File: config.mk
export PLATFORM = sky130hd
export DESIGN_NAME = debug_rgb_scan_driver_flat
export DESIGN_NICKNAME = d
export VERILOG_FILES = /design/src/rtl/debug_rgb_scan_driver_if.sv /design/src/rtl/debug_rgb_scan_driver.sv /design/src/flat_wrapper.sv
export SDC_FILE = /design/constraint.sdc
export NUM_CORES = 1
export LEC_CHECK = 0
export BUFFER_PORTS_ARGS = -buffer_cell sky130_fd_sc_hd__buf_4
export CAP_MARGIN = 30
export CORE_MARGIN = 2
export CORE_UTILIZATION = 48
export DETAILED_ROUTE_END_ITERATION = 7
export GPL_ROUTABILITY_DRIVEN = 0
export MAX_ROUTING_LAYER = met4
export PLACE_DENSITY = 0.67
export SYNTH_ARGS = -nofsm -noshare
export SYNTH_HDL_FRONTEND = slang
export SYNTH_SLANG_ARGS = --single-unit
File: constraint.sdc
create_clock -name clock_i -period 2.6 [get_ports clock_i]
set_input_delay 0.39 -clock clock_i [delete_from_list [all_inputs] [get_ports clock_i]]
set_output_delay 0.39 -clock clock_i [all_outputs]
set_load 0.02 [all_outputs]
File: src/rtl/debug_rgb_scan_driver_if.sv
// Signal bundle between the debug RGB source/board pins and the scan driver.
// The master side supplies the colour vectors and display controls; the slave
// side (the scan driver) returns the LED pin drive and the displayed image.
interface debug_rgb_scan_driver_if #(
  parameter int N_COLS   = 10,
  parameter int PWM_BITS = 4
);
  logic [N_COLS-1:0]   red_i;
  logic [N_COLS-1:0]   green_i;
  logic [N_COLS-1:0]   blue_i;
  logic [PWM_BITS-1:0] brightness_i;
  logic                freeze_i;
  logic [N_COLS-1:0]   col_sel_n_o;
  logic                red_n_o;
  logic                green_n_o;
  logic                blue_n_o;
  logic                frame_o;
  logic [3*N_COLS-1:0] display_o;

  modport master (
    output red_i, green_i, blue_i, brightness_i, freeze_i,
    input  col_sel_n_o, red_n_o, green_n_o, blue_n_o, frame_o, display_o
  );

  modport slave (
    input  red_i, green_i, blue_i, brightness_i, freeze_i,
    output col_sel_n_o, red_n_o, green_n_o, blue_n_o, frame_o, display_o
  );
endinterface

File: src/rtl/debug_rgb_scan_driver.sv
// Debug RGB scan driver: brings the TCK-domain colour vectors into the system
// clock domain, rejects torn multi-bit updates, and scans N_COLS RGB LEDs that
// share active-low colour lines, with per-slot blanking and global PWM.
module debug_rgb_scan_driver #(
  parameter int N_COLS        = 10,
  parameter int SLOT_CYCLES   = 1024,
  parameter int BLANK_CYCLES  = 16,
  parameter int STABLE_CYCLES = 4,
  parameter int PWM_BITS      = 4
) (
  input logic                   clock_i,
  input logic                   reset_n_i,
  debug_rgb_scan_driver_if.slave bus
);
  localparam int VW  = 3 * N_COLS;
  localparam int SW  = (SLOT_CYCLES > 1) ? $clog2(SLOT_CYCLES) : 1;
  localparam int CW  = (N_COLS > 1) ? $clog2(N_COLS) : 1;
  localparam int STW = $clog2(STABLE_CYCLES + 1);

  localparam logic [SW-1:0]  SLOT_LAST    = SW'(SLOT_CYCLES - 1);
  localparam logic [SW-1:0]  BLANK_LIM    = SW'(BLANK_CYCLES);
  localparam logic [CW-1:0]  COL_LAST     = CW'(N_COLS - 1);
  localparam logic [STW-1:0] STAB_MAX     = STW'(STABLE_CYCLES);
  localparam logic [STW-1:0] STAB_ACCEPT  = STW'(STABLE_CYCLES - 1);
  localparam logic [N_COLS-1:0] COL_ONE   = N_COLS'(1);

  // ---------------- synchroniser and tearing filter ----------------
  logic [VW-1:0]  sync1_q, sync1_d;
  logic [VW-1:0]  sync_q, sync_d;
  logic [VW-1:0]  cand_q, cand_d;
  logic [VW-1:0]  pending_q, pending_d;
  logic [STW-1:0] stab_cnt_q, stab_cnt_d;

  // Two-flop sync, then accept a value only once it has held for STABLE_CYCLES.
  always_comb begin
    sync1_d   = {bus.red_i, bus.green_i, bus.blue_i};
    sync_d    = sync1_q;
    cand_d    = sync_q;
    pending_d = pending_q;
    if (sync_q != cand_q) begin
      stab_cnt_d = '0;
    end else begin
      stab_cnt_d = (stab_cnt_q == STAB_MAX) ? stab_cnt_q : stab_cnt_q + STW'(1);
      if (stab_cnt_q == STAB_ACCEPT) begin
        pending_d = cand_q;
      end
    end
  end

  // Filter state registers.
  always_ff @(posedge clock_i or negedge reset_n_i) begin
    if (!reset_n_i) begin
      sync1_q    <= '0;
      sync_q     <= '0;
      cand_q     <= '0;
      pending_q  <= '0;
      stab_cnt_q <= '0;
    end else begin
      sync1_q    <= sync1_d;
      sync_q     <= sync_d;
      cand_q     <= cand_d;
      pending_q  <= pending_d;
      stab_cnt_q <= stab_cnt_d;
    end
  end

  // ---------------- scan counters and frame-latched image ----------------
  logic [SW-1:0]       slot_cnt_q, slot_cnt_d;
  logic [CW-1:0]       col_q, col_d;
  logic [PWM_BITS-1:0] pwm_cnt_q, pwm_cnt_d;
  logic [VW-1:0]       display_q, display_d;
  logic                frame_q, frame_d;
  logic                boundary;

  // Slot/column scan, free-running PWM, and image capture only at frame start
  // so a frame is never shown half old / half new.
  always_comb begin
    boundary   = (slot_cnt_q == '0) && (col_q == '0);
    slot_cnt_d = (slot_cnt_q == SLOT_LAST) ? '0 : slot_cnt_q + SW'(1);
    col_d      = col_q;
    if (slot_cnt_q == SLOT_LAST) begin
      col_d = (col_q == COL_LAST) ? '0 : col_q + CW'(1);
    end
    pwm_cnt_d  = pwm_cnt_q + PWM_BITS'(1);
    frame_d    = boundary;
    display_d  = display_q;
    if (boundary && !bus.freeze_i) begin
      display_d = pending_q;
    end
  end

  // Scan state registers.
  always_ff @(posedge clock_i or negedge reset_n_i) begin
    if (!reset_n_i) begin
      slot_cnt_q <= '0;
      col_q      <= '0;
      pwm_cnt_q  <= '0;
      display_q  <= '0;
      frame_q    <= 1'b0;
    end else begin
      slot_cnt_q <= slot_cnt_d;
      col_q      <= col_d;
      pwm_cnt_q  <= pwm_cnt_d;
      display_q  <= display_d;
      frame_q    <= frame_d;
    end
  end

  // ---------------- LED pin drive ----------------
  logic [N_COLS-1:0] disp_r, disp_g, disp_b;
  logic              pwm_on;
  logic [N_COLS-1:0] col_sel_n_q, col_sel_n_d;
  logic              red_n_q, red_n_d;
  logic              green_n_q, green_n_d;
  logic              blue_n_q, blue_n_d;

  // Blank the start of each slot to stop ghosting, otherwise select the
  // current LED and gate its colours with the brightness PWM.
  always_comb begin
    disp_r      = display_q[VW-1:2*N_COLS];
    disp_g      = display_q[2*N_COLS-1:N_COLS];
    disp_b      = display_q[N_COLS-1:0];
    pwm_on      = (&bus.brightness_i) || (pwm_cnt_q < bus.brightness_i);
    col_sel_n_d = '1;
    red_n_d     = 1'b1;
    green_n_d   = 1'b1;
    blue_n_d    = 1'b1;
    if (slot_cnt_q >= BLANK_LIM) begin
      col_sel_n_d = ~(COL_ONE << col_q);
      red_n_d     = ~(disp_r[col_q] & pwm_on);
      green_n_d   = ~(disp_g[col_q] & pwm_on);
      blue_n_d    = ~(disp_b[col_q] & pwm_on);
    end
  end

  // Pin registers; reset turns every LED off immediately.
  always_ff @(posedge clock_i or negedge reset_n_i) begin
    if (!reset_n_i) begin
      col_sel_n_q <= '1;
      red_n_q     <= 1'b1;
      green_n_q   <= 1'b1;
      blue_n_q    <= 1'b1;
    end else begin
      col_sel_n_q <= col_sel_n_d;
      red_n_q     <= red_n_d;
      green_n_q   <= green_n_d;
      blue_n_q    <= blue_n_d;
    end
  end

  assign bus.col_sel_n_o = col_sel_n_q;
  assign bus.red_n_o     = red_n_q;
  assign bus.green_n_o   = green_n_q;
  assign bus.blue_n_o    = blue_n_q;
  assign bus.frame_o     = frame_q;
  assign bus.display_o   = display_q;
endmodule

File: src/flat_wrapper.sv
// flat-port wrapper written by rule: the top's interface ports become plain ports
module debug_rgb_scan_driver_flat 
#(
  parameter int N_COLS        = 10,
  parameter int SLOT_CYCLES   = 1024,
  parameter int BLANK_CYCLES  = 16,
  parameter int STABLE_CYCLES = 4,
  parameter int PWM_BITS      = 4
)
  (clock_i, reset_n_i, bus_red_i, bus_green_i, bus_blue_i, bus_brightness_i, bus_freeze_i, bus_col_sel_n_o, bus_red_n_o, bus_green_n_o, bus_blue_n_o, bus_frame_o, bus_display_o);
  debug_rgb_scan_driver_if #(.N_COLS(N_COLS), .PWM_BITS(PWM_BITS)) bus_i ();
  input logic clock_i;
  input logic reset_n_i;
  input wire logic [$bits(bus_i.red_i)-1:0] bus_red_i;
  input wire logic [$bits(bus_i.green_i)-1:0] bus_green_i;
  input wire logic [$bits(bus_i.blue_i)-1:0] bus_blue_i;
  input wire logic [$bits(bus_i.brightness_i)-1:0] bus_brightness_i;
  input wire logic [$bits(bus_i.freeze_i)-1:0] bus_freeze_i;
  output wire logic [$bits(bus_i.col_sel_n_o)-1:0] bus_col_sel_n_o;
  output wire logic [$bits(bus_i.red_n_o)-1:0] bus_red_n_o;
  output wire logic [$bits(bus_i.green_n_o)-1:0] bus_green_n_o;
  output wire logic [$bits(bus_i.blue_n_o)-1:0] bus_blue_n_o;
  output wire logic [$bits(bus_i.frame_o)-1:0] bus_frame_o;
  output wire logic [$bits(bus_i.display_o)-1:0] bus_display_o;
  assign bus_i.red_i = bus_red_i;
  assign bus_i.green_i = bus_green_i;
  assign bus_i.blue_i = bus_blue_i;
  assign bus_i.brightness_i = bus_brightness_i;
  assign bus_i.freeze_i = bus_freeze_i;
  assign bus_col_sel_n_o = bus_i.col_sel_n_o;
  assign bus_red_n_o = bus_i.red_n_o;
  assign bus_green_n_o = bus_i.green_n_o;
  assign bus_blue_n_o = bus_i.blue_n_o;
  assign bus_frame_o = bus_i.frame_o;
  assign bus_display_o = bus_i.display_o;
  debug_rgb_scan_driver #(.N_COLS(N_COLS), .SLOT_CYCLES(SLOT_CYCLES), .BLANK_CYCLES(BLANK_CYCLES), .STABLE_CYCLES(STABLE_CYCLES), .PWM_BITS(PWM_BITS)) u_core (.clock_i(clock_i), .reset_n_i(reset_n_i), .bus(bus_i));
endmodule
==> metrics.md <==
| Metric | Value |
|---|---|
| Status | finished clean |
| Worst Path Arrival | 2830 ps |
| CP max stage cell | or4_4 |
| Starting density of the core | 0.4970 |
| Boundary pin count | 81 |
| Final setup fails | 0 |
| Leading area contributor after synthesis | dfrtp_1 |
| DP Worst Slack | 87.24 ps |
| Vias in the first global route | 3816 |
| Post-synthesis cell type count | 34 |
| Post-DP Area | 7481 um2 |
| Num CTS Buffers | 17 |
| Layout Nets | 571 |
| Cts repair resizes | 0 |
| DRC | 0 |
| Comb pwr share | 0.026 |
| Post-synth top area share | 0.6488 |
| RSZ-0062 raised after global routing | no |
| Synth Warn # | 0 |
| Final Hold Fails | 0 |
| Die area | 14780 um2 |
| H-tree depth | 4 |
| Period utilization | 0.9726 |
| TNS Setup | 0 ps |
| Syn_area_per_cell | 15.50 um2 |
| Fmax | 395.5 MHz |
| Clock Power Share | 0.465 |
| Clock skew | 10.01 ps |
| FF+latch count, synth | 185 |
| Initial antenna violation count | 0 |
| CTS max path bufs | 2 |
| ANT cells | 0 |
| Port buffer count | 80 |
| Share of cells above drive strength 1 | 0.3694 |
| Row cnt | 42 |
| P_int | 0.004650 W |
| Initial DRC count | 215 |
| Max_cap viols | 0 |
| Die W | 121.6 um |
| Async S/R FF share, synth | 1.000 |
| Final HPWL DP | 8045 um |
| Synth Flop Type | dfrtp_1 |
| Reg power frac | 0.509 |
| Total track usage | 0.1817 |
| CP max FO | 30 |
| Die height | 121.6 um |
| Routed WL per cell | 16.45 um |
| CTS tree | built |
| Final min period | 2529 ps |
| Slew headroom | 0.6071 |
| Post-synth EDFFs | 0 |
| Non-filler cells in the finished layout | 712 |
| Syn Nets | 476 |
| Switching pwr | 0.001223 W |
| Post-route cell area | 8130 um2 |
| CP Buf/Inv Count | 0 |
| Setup CP Type | reg2reg |
| Vias per inst | 4.978 |
| Antenna-violating nets left | 0 |
| Reg clk slew, reported paths | 70 ps |
| Final WS setup | 71.23 ps |
| Clk Latency, worst-skew pair | 420 ps |
| CP Capture Type | register |
| Delay-heaviest family, CP | simple AND/OR/NAND/NOR gates |
| Largest net degree at the start of global routing | 64 |
| GR Overflow Total | 0 |
| Sw frac | 0.2083 |
| Area contributors post-synth | dfrtp_1 65%, mux2_2 9.7%, dfstp_2 5.1% |
| Slowest stage delay, CP | 780 ps |
| Synth Cell Area | 6634 um2 |
| Top-count cell post-synth | dfrtp_1 |
| Synth Instances | 428 |
| Hold Slack | 70.31 ps |
| Core ar. | 13350 um2 |
| Vias | 3544 |
| Leakage power | 3.882 nW |
| DR pass1 iterations | 4 |
| Startpoint types | register |
| Crit path required time | 2900 ps |
| Least-Margin Pin Slew | 589.4 ps |
| Pwr/cell area | 722.4 nW/um2 |
| CTS root buf | clkbuf_16 |
| Final Max Tran Viols | 0 |
| Register area share after synthesis | 0.7003 |
| Placed Instances | 679 |
| Hold WC Path Type | in2reg |
| CTS Sinks | 185 |
| CP Cell Sequence | xor2_1 > nor4_1 > nand4_1 > or4_4 > mux2_4 |
| Area Growth Syn to Fin | 22.56% |
| Worst VDD drop | 0.0006643 V |
| First-pass GRT wire length | 19650 um |
| Post-Route WL | 11710 um |
| List of most frequent post-synthesis cells | 172 x dfrtp_1, 57 x mux2_2, 30 x xor2_1 |
==> stage by stage <==
stage,util,total power [W]
floorplan,-,0.003072
global placement,0.5605,0.003195
detailed placement,0.5605,0.003201
CTS,0.6091,0.005945
global route,0.6091,0.006101
finish,0.6091,0.005873
==> worst register-to-register path, cell delays in order, from the launching register on <==
cell and delay, ps:
dfrtp_1 400, xor2_1 160, nor4_1 460, nand4_1 220, or4_4 780, mux2_4 390
==> cell usage in the layout (no fill, tap or decap), types with 4 or more instances in the layout <==
| cell type | count |
|---|---|
| dfrtp_1 | 172 |
| buf_4 | 83 |
| mux2_2 | 57 |
| xor2_1 | 30 |
| clkbuf_16 | 17 |
| nand2_1 | 15 |
| nand3_1 | 13 |
| dfstp_2 | 13 |
| nor2_1 | 12 |
| inv_1 | 11 |
| xnor2_1 | 11 |
| ha_1 | 11 |
| mux2i_1 | 9 |
| o21ai_0 | 8 |
| a21oi_1 | 7 |
| nand4_1 | 6 |
| nor4_1 | 6 |
| and2_1 | 5 |
| clkinv_4 | 5 |
| nor2b_1 | 4 |
| mux2_4 | 4 |
| bufinv_16 | 4 |
==> cell families after synthesis <==
group                    synth area share
buffers and inverters             0.01716
XOR/XNOR                          0.05413
flip-flops                         0.7003
AND/OR/NAND/NOR                   0.05489
multiplexers                       0.1296
adder cells (fa/ha/maj)           0.02075
AO/OA/AOI/OAI                     0.02320
==> path summary, 6_finish.rpt <==
check / start / cells after the start / slack, ps / to
min in group asynchronous: reset_n_i / 2 / 540 / u_core.slot_cnt_q[4]
max: u_core.cand_q[21] / 5 / 70 / u_core.pending_q[27]
max in group asynchronous: reset_n_i / 3 / 1320 / u_core.bus.col_sel_n_o[8]
max reg2reg: u_core.cand_q[21] / 5 / 70 / u_core.pending_q[27]
min reg2reg: u_core.sync1_q[14] / 0 / 340 / u_core.cand_d[14]
min: bus_red_i[6] / 1 / 70 / u_core.sync1_q[26]
==> registers in the layout, summed over array words and instances (netlist names) <==
register                cells
u_core.bus.green_n_o        1
u_core.bus.display_o       30
u_core.cand_d              30
u_core.bus.col_sel_n_o     10
u_core.col_q                4
u_core.cand_q              30
u_core.sync1_q             30
u_core.bus.frame_o          1
u_core.bus.blue_n_o         1
u_core.stab_cnt_q           3
u_core.slot_cnt_q          10
u_core.bus.red_n_o          1
u_core.pending_q           30
u_core.pwm_cnt_q            4
==> area by class of cell <==
type / instances / area [um2]
fill: 1033 / 5218
multi-input combinational: 220 / 1879
tap: 176 / 220.2
sequential: 185 / 4646
timing repair buffer: 88 / 704.4
inverter: 11 / 41.29
clock inverter: 15 / 214.0
clock buffer: 17 / 425.4
==> per-layer routing <==
layer  global-route usage  wire length, um  vias up
met5                    -                0        -
met4              0.05603              115        0
met3              0.04541              534        8
met2               0.2770             5660       78
met1               0.2441             5400     1792
li1                     -                -     1666
==> power by group through the flow <==
| stage | clock network, W | logic (W) | registers (W) |
|---|---|---|---|
| detailed placement | 0 | 0.000156 | 0.00305 |
| global route | 0.00293 | 0.000175 | 0.00300 |
| finish | 0.00273 | 0.000151 | 0.00299 |
| CTS | 0.00280 | 0.000158 | 0.00299 |
| global placement | 0 | 0.000153 | 0.00304 |
| floorplan | 0 | 0.0000399 | 0.00303 |
==> repair_timing <==
action                                 4_1_cts  5_1_grt
hold buffers                                 1        0
endpoints found under the hold margin       54        0
setup buffers                                0        0
Note: power is estimated with default switching activity, not from simulation.
